**config.mk**
```make
export PLATFORM = sky130hd
export DESIGN_NAME = led_dimmer_ctrl
export DESIGN_NICKNAME = d
export VERILOG_FILES = /design/src/rtl/dimmer_pkg.sv /design/src/rtl/btn_debounce.sv /design/src/rtl/led_dimmer_ctrl.sv
export SDC_FILE = /design/constraint.sdc
export NUM_CORES = 1
export LEC_CHECK = 0
export ABC_AREA = 1
export CORE_MARGIN = 4
export CORE_UTILIZATION = 55
export DETAILED_ROUTE_END_ITERATION = 16
export PLACE_DENSITY_LB_ADDON = 0.05
export SLEW_MARGIN = 10
export SYNTH_ARGS = -nofsm -noshare
export SYNTH_HDL_FRONTEND = slang
export SYNTH_SLANG_ARGS = --single-unit
```
**constraint.sdc**
```tcl
create_clock -name clk -period 1.6 [get_ports clk]
set_clock_uncertainty 0.1 [all_clocks]
set_input_delay 0.16 -clock clk [delete_from_list [all_inputs] [get_ports clk]]
set_output_delay 0.16 -clock clk [all_outputs]
set_load 0.01 [all_outputs]
```
**src/rtl/dimmer_pkg.sv**
```systemverilog
// Shared types and constants for the LED dimmer controller.
//   dim_state_t : brightness controller mode (manual stepping or breathe ramp)
//   dim_dbg_t   : observation bundle exported by led_dimmer_ctrl
//   DUTY_W / DUTY_MAX / DUTY_MIN : width and endpoints of the duty word
package dimmer_pkg;

    localparam int DUTY_W = 4;
    localparam logic [DUTY_W-1:0] DUTY_MAX = 4'd15;
    localparam logic [DUTY_W-1:0] DUTY_MIN = 4'd0;

    typedef enum logic [1:0] {
        MANUAL    = 2'd0,
        RAMP_UP   = 2'd1,
        RAMP_DOWN = 2'd2
    } dim_state_t;

    // Internal observation points: FSM state, debounced button levels and
    // the synchronized breathe enable.
    typedef struct packed {
        dim_state_t state;
        logic       up_level;
        logic       down_level;
        logic       breathe;
    } dim_dbg_t;

endpackage

```
**src/rtl/btn_debounce.sv**
```systemverilog
// Debouncer for one raw push-button.
//   clk       in  : system clock
//   reset     in  : synchronous, active-low reset
//   btn_raw   in  : raw asynchronous, bouncy button level
//   btn_level out : debounced level
//   press     out : one-cycle pulse on a rising edge of btn_level
module btn_debounce
    import dimmer_pkg::*;
#(
    parameter int DEBOUNCE_CYCLES = 500000
) (
    input  logic clk,
    input  logic reset,
    input  logic btn_raw,
    output logic btn_level,
    output logic press
);

    localparam int CNT_W = (DEBOUNCE_CYCLES > 1) ? $clog2(DEBOUNCE_CYCLES) : 1;
    localparam logic [CNT_W-1:0] CNT_LAST = CNT_W'(DEBOUNCE_CYCLES - 1);

    logic             sync_1;
    logic             sync_2;
    logic             level;
    logic             level_d;
    logic [CNT_W-1:0] cnt;

    always_ff @(posedge clk) begin
        if (!reset) begin
            sync_1  <= 1'b0;
            sync_2  <= 1'b0;
            level   <= 1'b0;
            level_d <= 1'b0;
            cnt     <= '0;
        end else begin
            sync_1  <= btn_raw;
            sync_2  <= sync_1;
            level_d <= level;
            // The counter only advances while the synchronized input
            // disagrees with the accepted level; any agreement restarts it,
            // so a glitch must persist unbroken to be accepted.
            if (sync_2 != level) begin
                if (cnt == CNT_LAST) begin
                    level <= sync_2;
                    cnt   <= '0;
                end else begin
                    cnt <= cnt + 1'b1;
                end
            end else begin
                cnt <= '0;
            end
        end
    end

    assign btn_level = level;
    assign press     = level & ~level_d;

endmodule

```
**src/rtl/led_dimmer_ctrl.sv**
```systemverilog
// LED brightness controller feeding pwm_top.duty_cycle.
//   clk        in  : system clock (single domain)
//   reset      in  : synchronous, active-low reset
//   btn_up     in  : raw button, one step brighter per press
//   btn_down   in  : raw button, one step dimmer per press
//   breathe_en in  : level, 1 selects autonomous up/down ramp
//   duty_cycle out : registered brightness 0..15
//   at_max     out : registered, 1 iff duty_cycle == 15
//   at_min     out : registered, 1 iff duty_cycle == 0
//   dbg        out : FSM state, debounced levels, synchronized breathe_en
module led_dimmer_ctrl
    import dimmer_pkg::*;
#(
    parameter int DEBOUNCE_CYCLES = 500000,
    parameter int STEP_TICKS      = 2500000
) (
    input  logic              clk,
    input  logic              reset,
    input  logic              btn_up,
    input  logic              btn_down,
    input  logic              breathe_en,
    output logic [DUTY_W-1:0] duty_cycle,
    output logic              at_max,
    output logic              at_min,
    output dim_dbg_t          dbg
);

    localparam int TICK_W = (STEP_TICKS > 1) ? $clog2(STEP_TICKS) : 1;
    localparam logic [TICK_W-1:0] TICK_LAST = TICK_W'(STEP_TICKS - 1);

    logic press_up, press_down;
    logic up_level, down_level;
    logic breathe_1, breathe_s;

    dim_state_t        state, state_n;
    logic [DUTY_W-1:0] duty, duty_n;
    logic [TICK_W-1:0] tick, tick_n;

    btn_debounce #(.DEBOUNCE_CYCLES(DEBOUNCE_CYCLES)) u_deb_up (
        .clk       (clk),
        .reset     (reset),
        .btn_raw   (btn_up),
        .btn_level (up_level),
        .press     (press_up)
    );

    btn_debounce #(.DEBOUNCE_CYCLES(DEBOUNCE_CYCLES)) u_deb_down (
        .clk       (clk),
        .reset     (reset),
        .btn_raw   (btn_down),
        .btn_level (down_level),
        .press     (press_down)
    );

    always_ff @(posedge clk) begin
        if (!reset) begin
            breathe_1 <= 1'b0;
            breathe_s <= 1'b0;
            state     <= MANUAL;
            duty      <= DUTY_MIN;
            tick      <= '0;
            at_max    <= 1'b0;
            at_min    <= 1'b1;
        end else begin
            breathe_1 <= breathe_en;
            breathe_s <= breathe_1;
            state     <= state_n;
            duty      <= duty_n;
            tick      <= tick_n;
            // Flags come from the next value so they never lag duty_cycle.
            at_max    <= (duty_n == DUTY_MAX);
            at_min    <= (duty_n == DUTY_MIN);
        end
    end

    always_comb begin
        state_n = state;
        duty_n  = duty;
        tick_n  = tick;
        case (state)
            MANUAL: begin
                tick_n = '0;
                // Presses arriving in the entry cycle are dropped on purpose.
                if (breathe_s) begin
                    state_n = (duty == DUTY_MAX) ? RAMP_DOWN : RAMP_UP;
                end else if (press_up && !press_down && duty != DUTY_MAX) begin
                    duty_n = duty + 1'b1;
                end else if (press_down && !press_up && duty != DUTY_MIN) begin
                    duty_n = duty - 1'b1;
                end
            end
            RAMP_UP: begin
                if (!breathe_s) begin
                    state_n = MANUAL;
                    tick_n  = '0;
                end else if (tick == TICK_LAST) begin
                    tick_n = '0;
                    duty_n = duty + 1'b1;
                    // Turn around on the step that lands on the endpoint so
                    // the endpoint is held for one full step period.
                    if (duty_n == DUTY_MAX) state_n = RAMP_DOWN;
                end else begin
                    tick_n = tick + 1'b1;
                end
            end
            RAMP_DOWN: begin
                if (!breathe_s) begin
                    state_n = MANUAL;
                    tick_n  = '0;
                end else if (tick == TICK_LAST) begin
                    tick_n = '0;
                    duty_n = duty - 1'b1;
                    if (duty_n == DUTY_MIN) state_n = RAMP_UP;
                end else begin
                    tick_n = tick + 1'b1;
                end
            end
            default: begin
                state_n = MANUAL;
                tick_n  = '0;
            end
        endcase
    end

    assign duty_cycle     = duty;
    assign dbg.state      = state;
    assign dbg.up_level   = up_level;
    assign dbg.down_level = down_level;
    assign dbg.breathe    = breathe_s;

endmodule

```
==> Word-level counts from Yosys, hierarchy flattened <==
Cells that the tools add are included.
{ "word_totals": {"regBits": 78, "input_bits": 5, "output_inout_bits": 11, "elab_cells": 81} }
{ "op_classes": {"n_addsub": 5, "eq_ne": 16, "n_mux": 17, "bitwise": 9, "reduce_logical": 17} }
{ "op_table": {"columns": ["operator", "n"], "rows": [
  ["19-bit by 1-bit adder with 19-bit output, second input constant", 2],
  ["19-bit equality test, second input constant", 2],
  ["4-bit two-way mux", 7],
  ["22-bit by 1-bit adder with 22-bit output, second input constant", 1],
  ["22-bit equality test, second input constant", 1],
  ["2-bit two-way mux", 8],
  ["4-bit equality test, second input constant", 3],
  ["3-bit inequality test, second input constant", 4],
  ["4-bit one-hot mux with 3 select lines", 1],
  ["4-bit zero test", 2],
  ["1-bit inverter", 7],
  ["2-bit one-hot mux with 3 select lines", 1],
  ["3-bit OR reduction", 2],
  ["5-bit AND reduction", 1],
  ["4-bit by 1-bit adder with 4-bit output, second input constant", 1],
  ["1-bit logical AND", 4],
  ["4-bit inequality test, second input constant", 1],
  ["2-bit AND reduction", 2],
  ["4-bit nonzero test", 1],
  ["4-bit OR reduction", 1],
  ["4-bit by 1-bit subtractor with 4-bit output, second input constant", 1],
  ["1-bit bitwise AND", 2],
  ["2-bit by 1-bit equality test with 1-bit output, second input constant", 1],
  ["2-bit equality test, second input constant", 1],
  ["5 further kinds", 7]
]} }

==> Longest topological paths before layout <==
{ "logic_depth": {"depth_word": 10, "depth_mapped": 15, "ltp_nobuf": 15} }

==> Cells and area by module <==
A second synthesis with hierarchy kept.
{ "hier_totals": {"cells_unflattened": 707, "area_unflattened_um2": 4793.3} }
{ "by_module_without_submodules": {"columns": ["module", "n_inst", "cells_each", "area_each_um2", "seq_area_each_um2"], "rows": [
  ["btn_debounce", 2, 181, 1232.4, 460.4],
  ["led_dimmer_ctrl", 1, 345, 2328.5, 640.6]
]} }

==> Least setup slack after synthesis <==
No wires, ideal clock.
{ "synth_path": {"kind": "reg-to-reg", "start": "register duty[0], in the netlist duty_cycle[0]", "end": "register at_max", "setup_ns": 0.114, "arrival_time_ns": 1.613, "required_ns": 1.386, "slack_ns": -0.227, "path_stages_with_launch": 15, "n_path_buf": 0, "period_less_slack_ns": 1.827, "cell_sequence": "dfxtp_1 -> inv_1 -> ha_1 -> nand3_1 -> nand2_1 -> nand2_2 -> nand2_2 -> nand2_1 -> nand2_1 -> nor2_1 -> nand2_1 -> nand2_1 -> nor2_1 -> nand2_1 -> nor2_1"} }
{ "synth_via": {"elab_chain_len": 7, "elab_cells_between_ends": 15, "classes_between": "2 x add/sub; 2 x eq/ne; 8 x mux; 3 x reduce/logical"} }
{ "synth_lines": {"columns": ["item", "line_no", "text"], "rows": [
  ["start, declared", "led_dimmer_ctrl.sv:36", "logic [DUTY_W-1:0] duty, duty_n;"],
  ["start signal, assigned", "led_dimmer_ctrl.sv:68", "duty <= duty_n;"],
  ["parallel branches: the longest is 5 deep, another holds 4-bit by 1-bit subtractor with 4-bit output", null, null],
  ["4-bit one-hot mux with 3 select lines *", "led_dimmer_ctrl.sv:80", "case (state)"],
  ["4-bit equality test *", "led_dimmer_ctrl.sv:71", "at_max <= (duty_n == DUTY_MAX);"],
  ["end signal, assigned", "led_dimmer_ctrl.sv:71", null],
  ["end, declared", "led_dimmer_ctrl.sv:23", "output logic at_max,"]
]} }
Every way passes the cells marked *.
A chain may end at the register's enable or synchronous reset.

==> Worst setup path after layout <==
{ "layout_path": {"start": "register u_deb_up.cnt[1]", "end": "register u_deb_up.cnt[11]"} }
{ "layout_via": {"elab_chain_len": 2, "elab_cells_between_ends": 3, "classes_between": "1 x add/sub; 1 x eq/ne; 1 x reduce/logical"} }
{ "layout_lines": {"columns": ["item", "line_no", "text"], "rows": [
  ["start, declared", "btn_debounce.sv:26", "logic [CNT_W-1:0] cnt;"],
  ["start signal, assigned", "btn_debounce.sv:47", "cnt <= cnt + 1'b1;"],
  ["parallel branches: the longest is 2 deep, another holds 19-bit by 1-bit adder with 19-bit output", null, null]
]} }
Parallel ways; which one is timed is not known.

==> impl_metrics.csv <==
group,metric,value,unit
run_status,status,"finished with violations",
run_status,violations,"negative setup slack",
final_layout,area_growth,51.5,%
floorplanning,design.core.area,0.00729,sq mm
detailed_routing,vias_per_cell,5.45,
clock_network,cts_hold_buffers,0,
power_and_ir_drop,ir_drop,0.608,mV
detailed_routing,drt_pre_antenna_iters,4,
critical_path,slowest_stage,"dfxtp_4",
floorplanning,ios,16,
critical_path,cp_max_fo,2,
clock_network,cts_root_buf,"clkbuf_8",
yosys,synth_area_leaders,"dfxtp_1 (38%), nand2_1 (11%), inv_1 (8.3%)",
floorplanning,die_width,94.9,microns
yosys,async_flop_share,0,%
yosys,synth.yosys.seq_area_share,37.6,%
grt,grt_max_degree,14,
placement,finalWeightedCongestion,0.965,
critical_path,start_kind,"flip-flop",
final_layout,antenna_cells,0,
grt,grt_pass1_wl,17700,microns
final_layout,final_area,0.00630,sq mm
detailed_routing,drc,0,
yosys,synthSimpleGateAreaFrac,37.3,%
timing,relSlewSlack,72.6,%
timing,fin_crit_sh,110,%
floorplanning,die_area,0.00901,sq mm
clock_network,clkSinkCount,78,
timing,setup_ws,-0.162,ns
floorplanning,rows,31,
final_layout,final_common_cell,"nand2_1",
critical_path,r2r_end,"u_deb_up.cnt[11]",
timing,period_minus_slack,1.76,ns
timing,drv_slew,0,
timing,worst_pin_slew,0.407,ns
placement,port_buffers,15,
power_and_ir_drop,powerDensity,839,mW/mm^2
critical_path,reg2reg_depth,9,
placement,place_area,0.00503,sq mm
clock_network,clk_latency,0.36,ns
floorplanning,fp.dieH,94.9,microns
final_layout,fin_util,86.4,%
yosys,syn_avg_cell_area,7.12,sq um
critical_path,crit_type,"flip-flop to flip-flop",
placement,post-dp-hpwl,6910,microns
yosys,synthXorXnorAreaFrac,4.85,%
final_layout,multiInputGateArea,0.00287,sq mm
clock_network,numCtsBuffers,9,
clock_network,cts_tree,"built",
yosys,synthCells,584,
detailed_routing,drtAntennaViolNets,0,
critical_path,path_delay_family,"simple AND/OR/NAND/NOR gates",
placement,dp_cells,767,
detailed_routing,wirelength,12800,microns
timing,grt_setup_unrepaired,"yes",
clock_network,clock_path_buffers,2,
yosys,synth-seq-cells,78,
clock_network,htreeDepth,3,
critical_path,cp.required,1.78,ns
yosys,yosysTopAreaCell,"dfxtp_1",
critical_path,worstPathArrival,1.94,ns
floorplanning,initial_utilization,57.0,%
yosys,yosys_warnings,0,
critical_path,reg2reg_from,"u_deb_up.cnt[1]",
flow_run,cap_violations,0,
final_layout,final_layout_size_suffix_gt1_share,46.6,%
grt,grt_use_total,24.7,%
critical_path,path_cells,"buf_6, nand2_4, nor2_4, nand4_4, buf_4, or2_2, nor2_2, nor2_1, nor3_2",
grt,grt_pass1_vias,4055,
critical_path,r2r_slack,-0.16,ns
hold_path,hp-start,"btn_up",
clock_network,clk_pin_slew,0.08,ns
final_layout,seqCellArea,0.00162,sq mm
hold_path,min_to,"u_deb_up.sync_1",
timing,fmax,568,MHz
grt,antenna_found_initial,0,
hold_path,hold_path_class,"input pin to flip-flop",
timing,final-hold-violation-count,0,
final_layout,final_cell_mix,"nand2_1 (97), buf_4 (82), inv_1 (76), dfxtp_1 (47), nor2_1 (42)",
hold_path,hold_path_depth,3,
final_layout,instances_no_fill,809,
yosys,netlist-cell-type-count,38,
yosys,synth_adder_area_share,3.31,%
detailed_routing,dr.first_iter.drc_count,213,
yosys,syn-cell-area,0.00416,sq mm
yosys,synth_nets,600,
detailed_routing,routedWlPerCell,15.8,microns
yosys,yosysTopAreaCellShare,37.6,%
yosys,synth_compound_area_share,6.80,%
detailed_routing,vias,4406,
final_layout,nFillCells,405,
critical_path,crit_path_max_incr_delay,0.37,ns
critical_path,critPathBufInv,2,
grt,gr-total-overflow,0,
yosys,synthMuxAreaShare,0,%
final_layout,fin_nets,721,
timing,finalSetupViolCount,65,
yosys,synth_top_family_by_area,"simple AND/OR/NAND/NOR gates",
power_and_ir_drop,p_leak,2.74,nW
critical_path,critPathCaptureType,"flip-flop",
yosys,ys.flop_type,"dfxtp_1",
yosys,synth_edf_count,0,
-- worst reg2reg max path: stages (launching register included) --
cell     delay [ns]
dfxtp_4        0.37
buf_6          0.10
nand2_4        0.04
nor2_4         0.13
nand4_4        0.10
buf_4          0.17
or2_2          0.28
nor2_2         0.13
nor2_1         0.07
nor3_2         0.19
-- Yosys cell counts, drive strengths merged (2+ instances only) --
cell and n:
nand2 125, inv 98, nor2 84, dfxtp 78, nand3 39, a21oi 30, nor3 25, nand4 19
o21ai 15, xor2 15, ha 11, buf 8, xnor2 8, nor4 7, nor3b 6, or2 5
o21a 3, o31ai 3, and3 2, clkbuf 2
-- report_power, final --
group	total, mW	switching [mW]	internal (mW)
sequential	2.10	0.0917	2.01
combinational	1.51	0.875	0.636
clock	1.67	0.772	0.901
total	5.29	1.74	3.55
-- sequential cells by signal, summed over array words and instances, names as in the netlist, 2 cells and up --
| signal | flops |
|---|---|
| tick | 22 |
| u_deb_down.cnt | 19 |
| u_deb_up.cnt | 19 |
| duty_cycle | 4 |
| state | 2 |
-- what timing repair did --
item                       in CTS  in global routing
gates cloned                    2                  2
setup buffers                  10                 14
resized for setup              86                161
setup endpoints to repair      76                 64
pin swaps                      25                 61
-- worst max-delay path by stage --
stage	start	to	depth (start not counted)
CTS	u_deb_up.cnt[1]	u_deb_up.cnt[15]	10
global route	duty_cycle[1]	at_max	15
floorplan	state[0]	state[0]	10
global placement	tick[0]	tick[21]	10
finish	u_deb_up.cnt[1]	u_deb_up.cnt[11]	9
detailed placement	duty_cycle[1]	at_min	13
-- layer usage --
layer	up-vias	share of wire, %	routed length (microns)	GRT usage, %
met5	-	0	0	0
met3	39	4.9	621	3.67
met1	2116	40	5070	29.6
met4	0	3.1	391	9.25
met2	139	52	6700	44.3
li1	2112	-	-	-
-- cells by family after synthesis --
group                      Yosys count
AOI/OAI and AO/OA                   52
and+or+nand+nor                    312
adders and majority gates           11
buffers and inverters              108
xor gates and xnor gates            23
DFF                                 78
-- stage by stage --
| step | setup slack [ns] | setup TNS (ns) | power [mW] | hold WS, ns |
|---|---|---|---|---|
| 6_report | -0.162 | -4.36 | 5.29 | 0.243 |
| 5_1_grt | -0.274 | -9.03 | 5.55 | 0.268 |
| 4_1_cts | -0.0838 | -1.59 | 4.97 | 0.235 |
| 3_5_place_dp | -0.115 | -2.34 | 3.26 | 0.301 |
| 3_3_place_gp | -0.100 | -1.58 | 3.25 | 0.299 |
| 2_1_floorplan | 0.00731 | 0 | 2.81 | 0.158 |
-- layout make-up --
type	count	share of cell area, %
clock inverters	4	0.815
inverters	98	6.16
well taps	99	1.97
clock buffers	12	2.80
flip-flops and latches	78	25.7
multi-input cells	398	45.5
repair buffers	120	17.0
(Power assumes the default switching activity.)
